[src/rtl/crack_result_collector.sv]
// Collects the first successful RC4 search core, stops all cores, and streams the
// winner's decrypted message out of its A RAM over a valid/ready byte interface.
module crack_result_collector #(
  parameter int unsigned NUM_CORES          = 55,
  parameter int unsigned CORE_IDX_W         = 6,
  parameter int unsigned KEY_BITS           = 24,
  parameter int unsigned MESSAGE_LENGTH     = 32,
  parameter int unsigned MESSAGE_LOG_LENGTH = 5,
  parameter int unsigned RAM_WIDTH          = 8,
  parameter int unsigned RD_LATENCY         = 1
) (
  input  logic                          clk,
  input  logic                          reset,
  input  logic                          arm,
  input  logic [NUM_CORES-1:0]          core_success,
  input  logic [NUM_CORES-1:0]          core_done,
  input  logic [NUM_CORES*KEY_BITS-1:0] core_key,
  output logic                          kill,
  output logic [CORE_IDX_W-1:0]         rd_core,
  output logic [MESSAGE_LOG_LENGTH-1:0] rd_addr,
  input  logic [RAM_WIDTH-1:0]          rd_data,
  output logic [RAM_WIDTH-1:0]          out_data,
  output logic                          out_valid,
  input  logic                          out_ready,
  output logic                          out_last,
  output logic                          found,
  output logic                          failed,
  output logic [CORE_IDX_W-1:0]         win_core,
  output logic [KEY_BITS-1:0]           win_key
);

  typedef enum logic [2:0] {
    StIdle, StSearch, StKill, StIssue, StWait, StSend, StDone, StFail
  } state_e;

  localparam logic [MESSAGE_LOG_LENGTH-1:0] LastAddr = MESSAGE_LOG_LENGTH'(MESSAGE_LENGTH - 1);

  state_e                        state_q, state_d;
  logic [1:0]                    cnt_q, cnt_d;
  logic                          kill_q, kill_d;
  logic [CORE_IDX_W-1:0]         rd_core_q, rd_core_d;
  logic [MESSAGE_LOG_LENGTH-1:0] rd_addr_q, rd_addr_d;
  logic [RAM_WIDTH-1:0]          out_data_q, out_data_d;
  logic                          out_valid_q, out_valid_d;
  logic                          out_last_q, out_last_d;
  logic                          found_q, found_d;
  logic                          failed_q, failed_d;
  logic [CORE_IDX_W-1:0]         win_core_q, win_core_d;
  logic [KEY_BITS-1:0]           win_key_q, win_key_d;

  logic                          any_hit;
  logic [CORE_IDX_W-1:0]         hit_idx;
  logic [KEY_BITS-1:0]           hit_key;

  // Descending scan so the lowest set index is the last one written.
  always_comb begin
    any_hit = |core_success;
    hit_idx = '0;
    hit_key = '0;
    for (int i = NUM_CORES - 1; i >= 0; i--) begin
      if (core_success[i]) begin
        hit_idx = CORE_IDX_W'(i);
        hit_key = core_key[i*KEY_BITS +: KEY_BITS];
      end
    end
  end

  always_comb begin
    state_d     = state_q;
    cnt_d       = cnt_q;
    kill_d      = 1'b0;
    rd_core_d   = rd_core_q;
    rd_addr_d   = rd_addr_q;
    out_data_d  = out_data_q;
    out_valid_d = out_valid_q;
    out_last_d  = out_last_q;
    found_d     = found_q;
    failed_d    = failed_q;
    win_core_d  = win_core_q;
    win_key_d   = win_key_q;

    unique case (state_q)
      StIdle: ;
      StSearch: begin
        // Success takes priority over an all-done in the same cycle.
        if (any_hit) begin
          win_core_d = hit_idx;
          win_key_d  = hit_key;
          rd_core_d  = hit_idx;
          rd_addr_d  = '0;
          kill_d     = 1'b1;
          found_d    = 1'b1;
          state_d    = StKill;
        end else if (&core_done) begin
          failed_d = 1'b1;
          state_d  = StFail;
        end
      end
      StKill:  state_d = StIssue;
      StIssue: begin
        cnt_d   = 2'(RD_LATENCY);
        state_d = StWait;
      end
      StWait: begin
        if (cnt_q <= 2'd1) begin
          out_data_d  = rd_data;
          out_valid_d = 1'b1;
          out_last_d  = (rd_addr_q == LastAddr);
          state_d     = StSend;
        end else begin
          cnt_d = cnt_q - 2'd1;
        end
      end
      StSend: begin
        if (out_ready) begin
          out_valid_d = 1'b0;
          out_last_d  = 1'b0;
          if (out_last_q) begin
            state_d = StDone;
          end else begin
            rd_addr_d = rd_addr_q + 1'b1;
            state_d   = StIssue;
          end
        end
      end
      StDone, StFail: ;
      default: state_d = StIdle;
    endcase

    // arm restarts collection from any state, dropping whatever was in flight.
    if (arm) begin
      state_d     = StSearch;
      cnt_d       = '0;
      kill_d      = 1'b0;
      rd_core_d   = '0;
      rd_addr_d   = '0;
      out_data_d  = '0;
      out_valid_d = 1'b0;
      out_last_d  = 1'b0;
      found_d     = 1'b0;
      failed_d    = 1'b0;
      win_core_d  = '0;
      win_key_d   = '0;
    end
  end

  always_ff @(posedge clk or negedge reset) begin
    if (!reset) begin
      state_q     <= StIdle;
      cnt_q       <= '0;
      kill_q      <= 1'b0;
      rd_core_q   <= '0;
      rd_addr_q   <= '0;
      out_data_q  <= '0;
      out_valid_q <= 1'b0;
      out_last_q  <= 1'b0;
      found_q     <= 1'b0;
      failed_q    <= 1'b0;
      win_core_q  <= '0;
      win_key_q   <= '0;
    end else begin
      state_q     <= state_d;
      cnt_q       <= cnt_d;
      kill_q      <= kill_d;
      rd_core_q   <= rd_core_d;
      rd_addr_q   <= rd_addr_d;
      out_data_q  <= out_data_d;
      out_valid_q <= out_valid_d;
      out_last_q  <= out_last_d;
      found_q     <= found_d;
      failed_q    <= failed_d;
      win_core_q  <= win_core_d;
      win_key_q   <= win_key_d;
    end
  end

  assign kill      = kill_q;
  assign rd_core   = rd_core_q;
  assign rd_addr   = rd_addr_q;
  assign out_data  = out_data_q;
  assign out_valid = out_valid_q;
  assign out_last  = out_last_q;
  assign found     = found_q;
  assign failed    = failed_q;
  assign win_core  = win_core_q;
  assign win_key   = win_key_q;

endmodule

[config.mk]
export PLATFORM = sky130hd
export DESIGN_NAME = crack_result_collector
export DESIGN_NICKNAME = d
export VERILOG_FILES = /design/src/rtl/crack_result_collector.sv
export SDC_FILE = /design/constraint.sdc
export NUM_CORES = 1
export LEC_CHECK = 0
export CORE_AREA = 3 3 589 591
export DETAILED_ROUTE_END_ITERATION = 8
export DIE_AREA = 0 0 592 594
export SYNTH_ARGS = -nofsm -noshare
export SYNTH_HDL_FRONTEND = slang
export SYNTH_SLANG_ARGS = --single-unit
[constraint.sdc]
create_clock -name clk -period 1.9 [get_ports clk]
set_input_delay 0.475 -clock clk [delete_from_list [all_inputs] [get_ports clk]]
set_output_delay 0.475 -clock clk [all_outputs]
set_load 0.02 [all_outputs]
==> results <==
==> power by group <==
group          switching (mW)  leakage, nW  internal [mW]
Sequential              0.333        0.715           1.42
Clock                   0.596       0.0806          0.630
Combinational            7.85         16.3           7.13
==> state kept, by name, indices dropped and copies added, names as in the netlist, 2 cells and up <==
name      flops
win_key      24
out_data      8
win_core      6
rd_addr       5
state_q       3
cnt_q         2
==> area by class of cell <==
| type | instances | area (sq um) |
|---|---|---|
| flip-flops and latches | 53 | 1330 |
| fillers | 39100 | 294000 |
| well taps | 4557 | 5700 |
| clock buffers | 5 | 125 |
| diodes | 84 | 210 |
| inverters | 56 | 229 |
| multi-input cells | 1639 | 14800 |
| repair buffers | 2683 | 26300 |
| clock inverters | 3 | 46.3 |
==> cell families after synthesis <==
logic type      after synthesis  synth area share [%]
compound gates             1092                  60.8
xor+xnor                      2                 0.131
fa+ha+maj                     3                 0.280
buf+inv                     276                  8.15
flops                        53                  9.90
mux                           9                 0.673
simple gates                533                  20.1
==> timing repair <==
item | 4_1_cts | 5_1_grt
buffers inserted | 119 | 60
gates resized for setup | 969 | 258
pin swaps | 210 | 159
gates cloned | 1 | 0
endpoints found under the setup margin | 41 | 41
==> metal layers <==
layer | part of all wire, % | up-vias | wire, microns
li1 | - | 13400 | -
met1 | 44 | 15900 | 168000
met2 | 44 | 2203 | 168000
met3 | 8.4 | 513 | 31900
met4 | 3.0 | 150 | 11400
met5 | 0.27 | - | 1030
==> critical path: cells and delay by family <==
kind                   cells  cell delay, ns
buffers and inverters      3            0.45
and+or+nand+nor            1            0.26
AOI/OAI and AO/OA          7            2.17
==> cell usage in the layout (no fill, tap or decap), drive strengths merged, types with 19 or more instances in the layout <==
cell type,count
a211o,19
a221o,85
o21a,23
buf,1273
nand2,93
o22ai,143
nand4,23
diode,84
o211ai,31
o2111ai,22
nand3,30
nor2,167
o221ai,117
a221oi,197
nor3,44
o21ai,132
or2,25
dfrtp,53
a21oi,143
clkdlybuf4s50,1381
a211oi,23
nor2b,37
inv,42
nand2b,42
o31ai,19
a2111oi,29
nor4,38
==> per-stage QoR <==
stage / cells / power (mW) / utilization (%)
6_report: 9080 / 18.0 / 14.2
2_1_floorplan: 1968 / 4.62 / -
4_1_cts: 8964 / 17.7 / 13.8
3_3_place_gp: 8867 / 15.1 / 12.5
3_5_place_dp: 8869 / 15.0 / 12.5
5_1_grt: 9032 / 18.5 / 14.2
==> worst paths after layout <==
check	slack, ns	depth (start not counted)	start	end
max	-1.27	11	core_success[44]	win_key[21]$_DFFE_PN0P_
min	0.10	1	reset	out_data[2]$_DFFE_PN0P_
max reg2reg	-0.60	8	state_q[2]$_DFFE_PN0P_	win_key[6]$_DFFE_PN0P_
min reg2reg	0.52	2	win_key[2]$_DFFE_PN0P_	win_key[2]$_DFFE_PN0P_
max in group asynchronous	1.19	2	reset	rd_addr[0]$_DFFE_PN0P_
min in group clk	0.52	2	win_key[2]$_DFFE_PN0P_	win_key[2]$_DFFE_PN0P_
==> impl_results.md <==
- M3 GR Usage: under 10%
- Tot GR Track Use: between 20 and 25%
- Net count of the mapped netlist: between 3000 and 4000
- Number of library cell types mapped by synthesis: 72
- Initial Util: under 10%
- Vias in the first global route: approximately 32000
- Setup TNS: -30.96 ns
- Worst-path clk slew: 0.09 ns
- Avg Cell Area, Syn: between 6 and 7 sq um
- Post-DP HPWL: 356000 microns
- CP required: 2.13 ns
- Setup ws final: -1.27 ns
- Root buffer cell: clkbuf_16
- Total wire length: between 300000 and 400000 microns
- P_leak: roughly 17 nW
- Die Area: 0.352 sq mm
- Initial DRT Pass Iterations: 8
- Grt met1 use: around 27%
- DRC viols: 0
- Met2 GRT Util: 32.9%
- Critical Path Slowest Stage Cell: a2111oi_4
- DR WL/cell: between 40 and 50 microns
- Final hold viol count: 0
- Row cnt: ~220
- Critical Path End Type: register
- Worst hold slack: between 0.1 and 0.15 ns
- Area growth syn-to-layout: 264%
- Largest net degree at the start of global routing: 30
- Setup-failing EPs final: 41
- Power Density: about 370 mW/mm^2
- H-tree levels: 2
- Antenna violations before repair: between 200 and 300
- Placed cell area: between 0.04 and 0.05 sq mm
- Nets: approximately 5900
- Die Wd: about 590 microns
- Min-delay worst type: input pin to async pin
- Failing checks: setup timing
- Final Skew: 0.0138 ns
- Slew headroom: 33.2%
- DR iter-0 viols: roughly 3100
- CTS tree: built
- Synthesized flop and latch total: 53
- Grt total ovfl: 0
- Netlist Area Pre-Place: approximately 0.013 sq mm
- Synthesis Warnings: 0
- Layout cells sized above 1: roughly two fifths
- Pre-CTS setup slack: -3.22 ns
- Number of synthesized flops with an enable pin: 0
- Clock sinks: 53
- Final Cell Area: between 0.04 and 0.05 sq mm
- Vias: 32100
- Synth area leader: a221oi_1
- Fin crit share: 167%
- Peak VDD IR: 482 uV
- Final min period: approximately 3.2 ns
- Fmax: between 300 and 400 MHz
- Max Root-Sink Buffers: 2
- Post-route antenna net violation count: 0
- Ys flop type: dfrtp_1
- WP data arrival: approximately 3.4 ns
- TritonCTS Buffers: 5
- Most frequent CP cell: a2111oi_4
- Placeable Area: between 0.3 and 0.4 sq mm
- Seq/Total Area, Yosys: between 9 and 10%
- Kind of start point of the critical path: input pin
- Critical-path cell list: buf_2 -> or2_4 -> buf_6 -> a221o_2 -> a2111oi_4 -> o31a_1 -> o31ai_4 -> buf_12 -> a2111oi_4 -> o21ai_2 -> a32o_1
- RD Place Congestion: just under 1
- Slew @ Worst Pin: 0.997 ns
- CTS Hold Bufs: 0
- Die Y: 594 microns
- Max-slew violations: 0
- RSZ-0062 raised after global routing: yes
- Synth area leaders: a221oi_1, dfrtp_1, o221ai_1, o22ai_1, a221o_1
- Post-Syn Instances: around 2000
- Busiest grt layer: met2
- Vias per cell: approximately 3.5
- Post-synth top cells: a221oi_1, clkbuf_1, nor2_1, a21oi_1, o22ai_1
- Worst skew pair latency: ~0.33 ns
- Max stage delay on crit path: between 0.6 and 0.7 ns
- Worst-path maximum fanout: 4
- First-pass GRT wire length: between 400000 and 500000 microns
- Most numerous cell in the Yosys netlist: a221oi_1
- I/O pin count: between 1000 and 1500
- Post-synth top area share: 12.9%
- Kind of critical path: input pin to register
- Status: finished with violations
- Max-cap violation count: 0
- Asr flop ratio synth: 100%
- IO buf count: roughly 1500
(Power assumes the default switching activity.)
